## src/rtl/pio_input_capture.sv

```systemverilog
// Input PIO: synchronise, debounce (PIO_INPUT_CAPTURE_DEBOUNCE_EN), sticky W1C edge capture, masked level irq.
// Input-to-DATA latency SYNC_STAGES+DEBOUNCE_CYCLES edges (SYNC_STAGES+1 without debounce); read latency 1, no waitrequest.
module pio_input_capture #(
    parameter int WIDTH           = 8,
    parameter int SYNC_STAGES     = 2,
    parameter int DEBOUNCE_CYCLES = 50000
) (
    input  logic             clk_clk,
    input  logic             reset_reset,
    input  logic [WIDTH-1:0] in_export,
    input  logic [1:0]       avs_address,
    input  logic             avs_read,
    input  logic             avs_write,
    input  logic [31:0]      avs_writedata,
    output logic [31:0]      avs_readdata,
    output logic             irq
);

    localparam logic [1:0] ADDR_DATA = 2'd0;
    localparam logic [1:0] ADDR_MASK = 2'd1;
    localparam logic [1:0] ADDR_EDGE = 2'd2;
    localparam logic [1:0] ADDR_CTRL = 2'd3;

    if (WIDTH < 1 || WIDTH > 32 || SYNC_STAGES < 2 || DEBOUNCE_CYCLES < 1) begin : g_param_check
        $error("pio_input_capture: illegal parameter combination");
    end

    logic [WIDTH-1:0] sync_q [SYNC_STAGES];
    logic [WIDTH-1:0] s;

    always_ff @(posedge clk_clk or posedge reset_reset) begin
        if (reset_reset) begin
            for (int k = 0; k < SYNC_STAGES; k++) begin
                sync_q[k] <= '0;
            end
        end else begin
            sync_q[0] <= in_export;
            for (int k = 1; k < SYNC_STAGES; k++) begin
                sync_q[k] <= sync_q[k-1];
            end
        end
    end

    assign s = sync_q[SYNC_STAGES-1];

    logic [WIDTH-1:0] deb_q;
    logic [WIDTH-1:0] deb_d;

`ifdef PIO_INPUT_CAPTURE_DEBOUNCE_EN
    localparam int CW = $clog2(DEBOUNCE_CYCLES + 1);
    localparam logic [CW-1:0] CNT_LAST = CW'(DEBOUNCE_CYCLES - 1);

    logic [CW-1:0] cnt_q [WIDTH];
    logic [CW-1:0] cnt_d [WIDTH];

    // A bit flips only after s has disagreed with deb for DEBOUNCE_CYCLES edges in a row.
    always_comb begin
        deb_d = deb_q;
        for (int i = 0; i < WIDTH; i++) begin
            cnt_d[i] = '0;
            if (s[i] != deb_q[i]) begin
                if (cnt_q[i] == CNT_LAST) begin
                    deb_d[i] = s[i];
                end else begin
                    cnt_d[i] = cnt_q[i] + 1'b1;
                end
            end
        end
    end

    always_ff @(posedge clk_clk or posedge reset_reset) begin
        if (reset_reset) begin
            for (int i = 0; i < WIDTH; i++) begin
                cnt_q[i] <= '0;
            end
        end else begin
            for (int i = 0; i < WIDTH; i++) begin
                cnt_q[i] <= cnt_d[i];
            end
        end
    end
`else
    assign deb_d = s;
`endif

    always_ff @(posedge clk_clk or posedge reset_reset) begin
        if (reset_reset) begin
            deb_q <= '0;
        end else begin
            deb_q <= deb_d;
        end
    end

    logic [WIDTH-1:0] mask_q, mask_d;
    logic [WIDTH-1:0] edge_q, edge_d;
    logic [WIDTH-1:0] edge_set, edge_clr;
    logic [1:0]       ctrl_q, ctrl_d;
    logic [31:0]      rdata_q, rdata_d;
    logic             unused_wdata;

    assign unused_wdata = ^avs_writedata;

    // Edges are taken from deb_d so capture lands on the same edge as the DATA update.
    always_comb begin
        edge_set = ({WIDTH{ctrl_q[0]}} &  deb_d & ~deb_q)
                 | ({WIDTH{ctrl_q[1]}} & ~deb_d &  deb_q);
        edge_clr = '0;
        mask_d   = mask_q;
        ctrl_d   = ctrl_q;
        if (avs_write) begin
            case (avs_address)
                ADDR_MASK: mask_d   = avs_writedata[WIDTH-1:0];
                ADDR_EDGE: edge_clr = avs_writedata[WIDTH-1:0];
                ADDR_CTRL: ctrl_d   = avs_writedata[1:0];
                default:   ;
            endcase
        end
        edge_d = (edge_q & ~edge_clr) | edge_set;
    end

    always_comb begin
        rdata_d = rdata_q;
        if (avs_read) begin
            case (avs_address)
                ADDR_DATA: rdata_d = 32'(deb_q);
                ADDR_MASK: rdata_d = 32'(mask_q);
                ADDR_EDGE: rdata_d = 32'(edge_q);
                ADDR_CTRL: rdata_d = {30'b0, ctrl_q};
                default:   rdata_d = '0;
            endcase
        end
    end

    always_ff @(posedge clk_clk or posedge reset_reset) begin
        if (reset_reset) begin
            mask_q  <= '0;
            edge_q  <= '0;
            ctrl_q  <= 2'b01;
            rdata_q <= '0;
        end else begin
            mask_q  <= mask_d;
            edge_q  <= edge_d;
            ctrl_q  <= ctrl_d;
            rdata_q <= rdata_d;
        end
    end

    assign avs_readdata = rdata_q;
    assign irq          = |(edge_q & mask_q);

endmodule

```

## config.mk

```make
export PLATFORM = sky130hd
export DESIGN_NAME = pio_input_capture
export DESIGN_NICKNAME = d
export VERILOG_FILES = /design/src/rtl/pio_input_capture.sv
export SDC_FILE = /design/constraint.sdc
export NUM_CORES = 1
export LEC_CHECK = 0
export ABC_CLOCK_PERIOD_IN_PS = 1600
export BUFFER_PORTS_ARGS = -buffer_cell sky130_fd_sc_hd__buf_4
export CAP_MARGIN = 20
export CELL_PAD_IN_SITES_DETAIL_PLACEMENT = 1
export CELL_PAD_IN_SITES_GLOBAL_PLACEMENT = 1
export CORE_MARGIN = 2
export CORE_UTILIZATION = 34
export CTS_CLUSTER_DIAMETER = 200
export DETAILED_ROUTE_END_ITERATION = 16
export PLACE_DENSITY = 0.87
export SLEW_MARGIN = 0
export SYNTH_ARGS = -nofsm -noshare
export SYNTH_HDL_FRONTEND = slang
export SYNTH_SLANG_ARGS = --single-unit
```

## constraint.sdc

```tcl
create_clock -name clk_clk -period 1.6 [get_ports clk_clk]
set_input_delay 0.32 -clock clk_clk [delete_from_list [all_inputs] [get_ports clk_clk]]
set_output_delay 0.32 -clock clk_clk [all_outputs]
set_load 0.02 [all_outputs]
```

== Word-level counts from Yosys, hierarchy flattened ==
Cells that the tools add are included.
Widths: inputs -> output; s select.

* Equality and inequality tests: 3
* Muxes and demuxes: 3
* Bitwise operators: 11
* Reductions and logical operators: 4

{| class="wikitable"
|+ Operators by type and width
! cell !! count
|-
| $pmux 32 s4 || 1
|-
| $and 8x8->8 || 6
|-
| $not 8->8 || 3
|-
| $mux 8 || 2
|-
| $or 8x8->8 || 2
|-
| $reduce_or 8->1 || 1
|-
| $eq 2x2->1 const B || 2
|-
| $reduce_and 2->1 || 2
|-
| $eq 2x1->1 const B || 1
|-
| $logic_not 2->1 || 1
|}

* Register bits: 74
* Input port bits: 46

== Logic depth before layout (Yosys ltp) ==
* Word-level depth: 6
* Gate-level depth with buffers: 4

== Worst setup path before layout ==
OpenSTA, ideal clock, no wires.

* Path kind: in2reg
* Start point: input port avs_address[0]
* End point: register mask_q[0]
* Library setup time: 0.125 ns
* Data arrival time: 1.012 ns
* Slack: 0.463 ns
* Cell stages on the path: 4
* Path buffers: 1
* Cells stage by stage: nor2b_1 buf_4 nand2_4 mux2_4

* Longest elaborated chain between the ends: 2

{| class="wikitable"
|+ Ends and longest elaborated chain
! what !! line !! source
|-
| from (decl) || 11 || <nowiki>input logic [1:0] avs_address,</nowiki>
|-
| $eq 2x1->1 || 111 || <nowiki>case (avs_address)</nowiki>
|-
| $reduce_and 2->1 (no source line) || n/a ||
|-
| to (signal assigned) || 141 || <nowiki>mask_q <= mask_d;</nowiki>
|-
| to (decl) || 94 || <nowiki>logic [WIDTH-1:0] mask_q, mask_d;</nowiki>
|}

Every way passes these cells.
A chain may end at the register's enable or synchronous reset.

== Final worst setup path ==
* Start point: register mask_q[3]
* End point: output port irq

* Longest elaborated chain between the ends: 2

{| class="wikitable"
|+ Ends and longest elaborated chain
! what !! line !! source
|-
| $and 8x8->8 || 149 || <nowiki>assign irq = |(edge_q & mask_q);</nowiki>
|-
| $reduce_or 8->1 || 149 ||
|-
| to (decl) || 16 || <nowiki>output logic irq</nowiki>
|}

Every way passes these cells.

==> flow_summary.toml <==
[outcome]
status = "finished with violations"
violations = "hold timing, setup timing"

[timing]
fin_ws_ps = -2.829
finalCriticalPeriod_ps = 1603
rsz0062_at_grt = "yes"
whs_ps = -0.3661
fin_tns_setup_ps = -2.829
fmax_ghz = 0.6239
drv_slew = 0
fin_skew_ps = 4.557
hold_viol_final = 3
setup-violations-final = 1
fin_crit_sh_pct = 100.2

[worst_setup_path]
startpoint_type = "flip-flop"
worstPathMaxFanout = 3
crit_type = "reg2out"
required_ps = 1280
critPathSlowestCell = "dfrtp_1"
crit_chain = "a22oi_2, nand4_1, buf_4"
rrSetupSlack_ps = 530
regToRegStartpoint = "ctrl_q[0]"
r2r_cells = 2
crit_path_end_kind = "output port"
critPathArrivalTime_ps = 1280
worst-path-buf-inv = 1
cp.depth = 3
slowest_delay_ps = 420
cp_top_family = "flip-flops"
rr_endpoint = "avs_readdata[0]"

[grt]
grt_max_degree = 24
grt_pass1_wl_um = 6906
grt_overflow_total = 0
grt_util_all_layers_pct = 12.70
antenna_found_initial = 0
grt_pass1_vias = 1370

[clock_tree]
clock_sinks = 50
cts_buffers = 5
clk_latency_ps = 310
clkTransAtPathRegs_ps = 90
h-tree-depth = 2
cts_tree = "done"
ctsHoldBuffers = 0
clk_path_buf_depth = 2
root_buffer = "clkbuf_8"

[synthesis]
synth_cell_type_count = 27
syn_avg_cell_area_um2 = 12.08
synth_area_leader_cell = "dfrtp_1"
synthCells = 178
ys_seq_elements = 50
netlist_area_mm2 = 0.002151
synth.most_common_cell = "dfrtp_1"
synth_edf_count = 0
async_flop_share_pct = 100.0
synthTopCellsByCount = "dfrtp_1 (49), buf_4 (25), nand2_1 (12)"
yosys_warnings = 0
ys_top_cells_by_area = "dfrtp_1 (57%), buf_4 (8.7%), mux2_4 (5.6%), mux2i_1 (4.7%), nand3b_1 (2.8%)"
yosysSeqAreaShare_pct = 58.23
synth.top_cell.area_share_pct = 57.01
synth_ff_type = "dfrtp_1"

[drt]
drc = 0
dr.pass1.iters = 4
post_drt_wl_per_cell_um = 14.26
vias = 1336
via_per_inst = 4.639
ant_nets = 0
drt_wl_total_um = 4108
drtIter0Drc = 49

[pwr]
power_density_mw_per_mm2 = 1142
p_leak_nw = 1.178
peakVddDrop_v = 0.0004077

[placed_design]
gp_congestion = 0.8020
dp.final_hpwl_um = 3050
io_buffers = 30
numPlacedInstances = 279
dpl_worst_slack_ps = 199.8

[finish]
drive_gt1_share_pct = 25.35
n_antenna_cell = 0
fin_nets = 258
area_growth_pct = 15.30
stdcell_count = 288

[floorplanning]
die_w_um = 83.54
core_area_mm2 = 0.006026
initial_core_util_pct = 35.69
io_pins = 79
fp-row-count = 28
die_area_mm2 = 0.006978
die_h_um = 83.54

[hold_path]
hold_path.class = "in2async"

[run]
cap_viol_max_count = 0
[how the worst max path moves through the flow]
stage / end / start / slack (ps)
global placement: mask_q[7] / avs_address[1] / 230
floorplan: avs_readdata[0] / reset_reset / 80
detailed placement: mask_q[5] / avs_address[1] / 200
CTS: irq / edge_q[3] / 2
finish: irq / mask_q[3] / -3
global route: irq / mask_q[3] / -50
[state kept, by name, summed over array words and instances, names as in the netlist]
register	flops
deb_d	8
deb_q	8
mask_q	8
sync_q	8
ctrl_q	2
avs_readdata	8
edge_q	8
[power by group]
part           total [mW]  internal (mW)  leakage, nW  switching (mW)
clock               0.758          0.349       0.0482           0.409
sequential           1.55           1.42        0.573           0.136
combinational       0.522          0.254        0.556           0.268
[layout by cell type (no fill, tap or decap), types with 2 or more instances in the layout]
cell | netlist | final
a21oi_1 | 5 | 5
a22oi_1 | 4 | 3
a2bb2oi_1 | 5 | 5
buf_4 | 25 | 33
clkbuf_8 | 0 | 6
conb_1 | 1 | 24
dfrtp_1 | 49 | 49
inv_1 | 9 | 8
mux2_4 | 8 | 8
mux2i_1 | 10 | 10
nand2_1 | 12 | 12
nand2b_1 | 3 | 3
nand3b_1 | 8 | 8
nor2_1 | 6 | 6
o211ai_1 | 8 | 8
o21ai_0 | 10 | 10
o221ai_1 | 2 | 2
[worst register-to-register path, cell delays in order (launching register included)]
cell and delay, ps:
dfstp_2 660, mux2i_1 120, o221ai_1 200
[area by class of cell]
cell class,instances,area (µm²)
clock inverter,1,5.005
timing repair buffer,34,267.8
sequential,50,1252
clock buffer,7,86.33
tap,75,93.84
multi-input combinational,112,740.7
inverter,9,33.78
fill,669,3546
[stage by stage]
| stage | power, mW | utilization (%) | hold slack, ps | area, µm² |
|---|---|---|---|---|
| after floorplan | 1.934 | - | 331.2 | 2237 |
| after CTS | 2.860 | 41.03 | 14.94 | 2472 |
| after detailed placement | 2.093 | 39.43 | 336.3 | 2376 |
| after global placement | 2.059 | 39.43 | 332.6 | 2376 |
| final | 2.833 | 41.15 | -0.3661 | 2480 |
| after global routing | 2.983 | 41.15 | 24.03 | 2480 |
[cells by family (layout without fill, tap and decap cells)]
logic type,Yosys count,after routing,synth area share (%)
compound gates,35,35,10.82
buf+inv,39,51,11.58
flops,50,50,58.23
mux,18,18,10.24
other cells,1,24,0.1744
simple gates,35,35,8.959
[repair_timing]
action                                  in CTS  in global routing
buffers inserted                             0                  1
gates resized for setup                      1                  0
pin swaps                                    1                  2
endpoints found under the setup margin       1                  1
[layer usage]
layer	vias to the layer above	share of wire [%]	global-route usage [%]
li1	629	-	-
met1	662	44	15.95
met2	40	49	20.75
met3	5	5.8	3.165
met4	0	1.3	5.718
met5	-	0	0
Power figures use the tool's default switching activity.
